### src/rtl/alu_op_sequencer_pkg.sv
// Shared opcode encodings, FSM state type and counter sizing for the ALU sequencer.
package alu_seq_pkg;

   localparam logic [1:0] OP_ADD = 2'b00;
   localparam logic [1:0] OP_SUB = 2'b01;
   localparam logic [1:0] OP_MUL = 2'b10;
   localparam logic [1:0] OP_DIV = 2'b11;

   typedef enum logic [1:0] {
      IDLE = 2'd0,
      EXEC = 2'd1,
      DONE = 2'd2
   } seq_state_t;

   // Counter must hold the value WIDTH itself, hence WIDTH+1 codes.
   function automatic int cnt_width(input int width);
      return $clog2(width + 1);
   endfunction

endpackage

### src/rtl/alu_op_sequencer_iter_step.sv
// One combinational iteration: a shift-add multiply step or a restoring divide step.
module alu_iter_step
   import alu_seq_pkg::*;
#(
   parameter int WIDTH = 3
) (
   input  logic [1:0]         op_i,
   input  logic [2*WIDTH-1:0] acc_i,
   input  logic [2*WIDTH-1:0] mcand_i,
   input  logic               mplier_bit_i,
   input  logic [WIDTH-1:0]   divisor_i,
   output logic [2*WIDTH-1:0] acc_o
);

   logic [2*WIDTH:0]   shifted_s;
   logic [WIDTH:0]     rem_wide_s;
   logic [WIDTH-1:0]   rem_diff_s;
   logic               rem_ge_s;

   // Divide: acc holds {remainder, dividend/quotient}; shift left, try to subtract the divisor.
   always_comb begin
      shifted_s  = {acc_i, 1'b0};
      rem_wide_s = shifted_s[2*WIDTH:WIDTH];
      rem_ge_s   = (rem_wide_s >= {1'b0, divisor_i});
      // A successful trial difference is below the divisor, so WIDTH bits suffice.
      rem_diff_s = rem_wide_s[WIDTH-1:0] - divisor_i;
      acc_o      = acc_i;
      if (op_i == OP_DIV) begin
         if (rem_ge_s) begin
            acc_o = {rem_diff_s, shifted_s[WIDTH-1:1], 1'b1};
         end else begin
            acc_o = shifted_s[2*WIDTH-1:0];
         end
      end else begin
         if (mplier_bit_i) begin
            acc_o = acc_i + mcand_i;
         end else begin
            acc_o = acc_i;
         end
      end
   end

endmodule

### src/rtl/alu_op_sequencer.sv
// Request/response sequencer for add/sub (single cycle) and iterative mul/div.
module alu_op_sequencer
   import alu_seq_pkg::*;
#(
   parameter int WIDTH = 3
) (
   input  logic               clk,
   input  logic               rst_n,
   input  logic               req_valid,
   output logic               req_ready,
   input  logic [1:0]         req_op,
   input  logic [WIDTH-1:0]   req_a,
   input  logic [WIDTH-1:0]   req_b,
   output logic               rsp_valid,
   input  logic               rsp_ready,
   output logic [2*WIDTH-1:0] rsp_result,
   output logic               rsp_err,
   output logic               busy
);

   localparam int CW = cnt_width(WIDTH);
   localparam logic [CW-1:0] CNT_LOAD = CW'(WIDTH);
   localparam logic [CW-1:0] CNT_LAST = CW'(1);
   localparam logic [WIDTH-1:0] ZERO_W = {WIDTH{1'b0}};

   seq_state_t         state_q;
   logic [CW-1:0]      cnt_q;
   logic [1:0]         op_q;
   logic [2*WIDTH-1:0] mcand_q;
   logic [WIDTH-1:0]   b_q;
   logic [2*WIDTH-1:0] acc_q;
   logic [2*WIDTH-1:0] acc_d;
   logic [2*WIDTH-1:0] result_q;
   logic               err_q;

   alu_iter_step #(.WIDTH(WIDTH)) u_step (
      .op_i         (op_q),
      .acc_i        (acc_q),
      .mcand_i      (mcand_q),
      .mplier_bit_i (b_q[0]),
      .divisor_i    (b_q),
      .acc_o        (acc_d)
   );

   // Sequencer FSM with counter, operand, accumulator and result registers.
   always_ff @(posedge clk) begin
      if (!rst_n) begin
         state_q  <= IDLE;
         cnt_q    <= '0;
         op_q     <= 2'b00;
         mcand_q  <= '0;
         b_q      <= '0;
         acc_q    <= '0;
         result_q <= '0;
         err_q    <= 1'b0;
      end else begin
         case (state_q)
            IDLE: begin
               if (req_valid) begin
                  op_q    <= req_op;
                  mcand_q <= {ZERO_W, req_a};
                  b_q     <= req_b;
                  cnt_q   <= CNT_LOAD;
                  acc_q   <= (req_op == OP_DIV) ? {ZERO_W, req_a} : '0;
                  case (req_op)
                     OP_ADD: begin
                        result_q <= {ZERO_W, req_a} + {ZERO_W, req_b};
                        err_q    <= 1'b0;
                        state_q  <= DONE;
                     end
                     OP_SUB: begin
                        result_q <= {ZERO_W, req_a} - {ZERO_W, req_b};
                        err_q    <= 1'b0;
                        state_q  <= DONE;
                     end
                     OP_MUL: begin
                        state_q <= EXEC;
                     end
                     OP_DIV: begin
                        if (req_b == ZERO_W) begin
                           result_q <= '1;
                           err_q    <= 1'b1;
                           state_q  <= DONE;
                        end else begin
                           state_q <= EXEC;
                        end
                     end
                     default: state_q <= IDLE;
                  endcase
               end
            end
            EXEC: begin
               acc_q   <= acc_d;
               mcand_q <= mcand_q << 1;
               b_q     <= (op_q == OP_MUL) ? (b_q >> 1) : b_q;
               cnt_q   <= cnt_q - CNT_LAST;
               if (cnt_q == CNT_LAST) begin
                  result_q <= acc_d;
                  err_q    <= 1'b0;
                  state_q  <= DONE;
               end
            end
            DONE: begin
               if (rsp_ready) begin
                  state_q <= IDLE;
               end
            end
            default: state_q <= IDLE;
         endcase
      end
   end

   assign req_ready  = (state_q == IDLE);
   assign rsp_valid  = (state_q == DONE);
   assign busy       = (state_q == EXEC) || (state_q == DONE);
   assign rsp_result = result_q;
   assign rsp_err    = err_q;

endmodule
### config.mk
export PLATFORM = sky130hd
export DESIGN_NAME = alu_op_sequencer
export DESIGN_NICKNAME = d
export VERILOG_FILES = /design/src/rtl/alu_op_sequencer_pkg.sv /design/src/rtl/alu_op_sequencer_iter_step.sv /design/src/rtl/alu_op_sequencer.sv
export SDC_FILE = /design/constraint.sdc
export NUM_CORES = 1
export LEC_CHECK = 0
export ABC_AREA = 1
export CAP_MARGIN = 0
export CORE_MARGIN = 2
export CORE_UTILIZATION = 30
export DETAILED_ROUTE_END_ITERATION = 8
export GPL_TIMING_DRIVEN = 0
export PLACE_DENSITY = 0.54
export SLEW_MARGIN = 15
export SYNTH_ARGS = -nofsm -noshare
export SYNTH_HDL_FRONTEND = slang
export SYNTH_HIERARCHICAL = 1
export SYNTH_SLANG_ARGS = --single-unit
### constraint.sdc
create_clock -name clk -period 3.3 [get_ports clk]
set_input_delay 0.66 -clock clk [delete_from_list [all_inputs] [get_ports clk]]
set_output_delay 0.66 -clock clk [all_outputs]
set_load 0.03 [all_outputs]
==> summary.md <==
| Metric | Value |
|---|---|
| Seq cells post-synth | 28 |
| Antenna Cells | 0 |
| Mux cell area share after synthesis | 0 |
| Pwr per Cell Area | 650 nW/um^2 |
| Port bufs | 20 |
| Initial DRT Pass Iterations | 4 |
| Core area | around 6700 sq um |
| Grt total ovfl | 0 |
| Req. time, crit path | 2640 ps |
| # resized after CTS | 0 |
| Area grow syn2layout | 18.3% |
| Least-Margin Pin Slew | 495 ps |
| RSZ-0062 raised after global routing | no |
| Setup crit start kind | flop |
| Max-slew violations | 0 |
| Final instance area | 2410 sq um |
| Worst rel slew slack | 0.670 |
| Number of synthesized flops with an enable pin | 0 |
| Fin Setup TNS | 0 ps |
| Initial antenna violation count | 0 |
| Largest net degree at the start of global routing | 17 |
| Core Rows | 30 |
| Post-DR wirelength/cell | 11.6 um |
| Yosys warning count | 6 |
| DRT Wirelength | 4770 um |
| Xor and xnor area share after synthesis | 0.0129 |
| Commonest non-fill, non-tap cells in the layout | 81 x nand2_1, 37 x inv_1, 32 x nor2_1 |
| Met3 usage | 0.0210 |
| TritonCTS clock tree | done |
| Die X-Extent | 86.4 um |
| Sequential share of power | 0.299 |
| CTS Root Cell | clkbuf_8 |
| DP HPWL | roughly 3800 um |
| Top_reg_cell synth | dfxtp_1 |
| Max Cap Violations | 0 |
| Final ANT Viol Nets | 0 |
| Final setup violation count | 0 |
| Compound-cell area share of the yosys netlist | 0.151 |
| Worst setup EP type | output port |
| Fin Clk Skew | slightly above 8 ps |
| Gate Count Post-Synth | 307 |
| Vias in the first global route | 1778 |
| WHS | approximately 470 ps |
| First-pass GRT wire length | 8230 um |
| Total CTS buffers | 3 |
| Setup WS pre-CTS | 699 ps |
| Synth Area in Adders | 0.150 |
| Final period util | 0.742 |
| Lkg Pwr | 1.09 nW |
| CTS H-Tree Depth | 1 |
| Syn avg cell area | between 6 and 7 sq um |
| Peak VDD IR | 0.000296 V |
| Iter 0 DRT Violations | around 50 |
| CP max FO | 7 |
| Most common cell after layout, fill and taps aside | nand2_1 |
| Status | completed |
| Area contributors post-synth | dfxtp_1 28%, nand2_1 15%, ha_1 11% |
| Post-CTS Setup Inserts | 0 |
| Simple-gate share of the synthesized area | 0.310 |
| Synth area leader | dfxtp_1 |
| Die footprint | 7460 sq um |
| DRC | 0 |
| Post-synth top area share | 0.276 |
| Largest family of logic cells by synthesized area | simple AND/OR/NAND/NOR gates |
| Post-Syn Nets | around 340 |
| Synth cell types | 30 |
| Clk pwr share | 0.177 |
| Final worst slack | roughly 850 ps |
| Clock Sinks | 28 |
| Asr flop ratio synth | 0 |
| Hold Buf Count CTS | 0 |
| Register area share after synthesis | 0.276 |
| Clock Path Buffers | 2 |
| P_sw | between 600 and 700 uW |
| Int Pwr | 888 uW |
| Nets | 366 |
| Vias per cell | 4.66 |
| Sw Share | 0.433 |
| Initial Util | 0.304 |
| Placed cell areas | 2330 sq um |
| RePlAce Congestion | 0.879 |
| Final core occ | 0.360 |
| Tot GR Track Use | 0.138 |
| Placed cells | slightly above 400 |
| Hold WC Path Type | flop to flop |
| Vias post-DR | ~1.9k |
| WS Path Type | flop to output port |
| Layout cells sized above 1 | 0.0634 |
| Die Ht | 86.4 um |
| Hold Vio Cnt, Final | 0 |
| Reg clk slew, reported paths | 100 ps |
| Combinational share of power | 0.525 |
| Skew-Pair Late Insertion Delay | 280 ps |
| Worst Path Arrival | 1790 ps |
| Non-filler cells, final | 411 |
| Met1 Use GR | 0.179 |
| Mapped Area | 2030 sq um |
| Clock period minus worst slack | 2450 ps |
| Busiest grt layer | met2 |
| Fmax achieved | 0.408 GHz |
| GR Util met2 | 0.237 |
| IO Pins | 22 |
| Total chip power | 1.56 mW |
==> power by group through the flow <==
| stage | Combinational, mW | Clock, mW | Sequential [mW] |
|---|---|---|---|
| final | 0.821 | 0.277 | 0.467 |
| after global routing | 0.934 | 0.295 | 0.478 |
| after CTS | 0.831 | 0.283 | 0.469 |
| after detailed placement | 0.827 | 0 | 0.477 |
| after global placement | 0.826 | 0 | 0.476 |
| after floorplan | 0.539 | 0 | 0.529 |
==> layer usage <==
metal | vias to the layer above | wire length, um
met5 | - | 0
li1 | 1030 | -
met3 | 9 | 88
met4 | 0 | 89
met1 | 853 | 2380
met2 | 23 | 2210
==> worst max-delay path, stage by stage, from the launching register on <==
cell	delay [ps]
dfxtp_1	330
inv_1	90
ha_1	350
clkdlybuf4s50_1	730
==> synthesized netlist by cell type, types with 4 or more instances <==
cell	number
ha_1	18
o21ai_0	14
o21ai_1	6
nand3_1	27
inv_2	4
a31oi_1	6
a21oi_1	22
nand2_1	81
dfxtp_1	28
fa_1	4
buf_2	4
nor2_1	32
inv_1	37
==> path summary, 6_finish.rpt <==
kind	cells past startpoint	slack (ps)	end	from
worst min register to register	2	470	cnt_q[1]	cnt_q[1]
worst min-delay path	2	470	cnt_q[1]	cnt_q[1]
worst max register to register	11	1140	rsp_result[3]	acc_q[2]
worst max-delay path	3	850	req_ready	state_q[1]
==> logic make-up (layout without fill, tap and decap cells) <==
logic type      count (synthesis)  count (layout)
fa+ha+maj                      22              22
simple gates                  149             149
buf+inv                        51              75
xor+xnor                        3               3
compound gates                 54              54
flops                          28              28
==> registers in the layout, indices dropped and copies added, names as in the netlist <==
signal,cells
acc_q,6
mcand_q,6
rsp_result,6
b_q,3
cnt_q,2
op_q,2
state_q,2
rsp_err,1
==> area by class of cell <==
class	count	area, sq um
fillers	772	4280
multi-input cells	228	1270
flip-flops and latches	28	561
repair buffers	20	200
inverters	43	161
well taps	80	100
plain buffers	8	42.5
clock buffers	3	41.3
clock inverters	1	30.0
No activity file was read; power rests on OpenSTA's default activity.
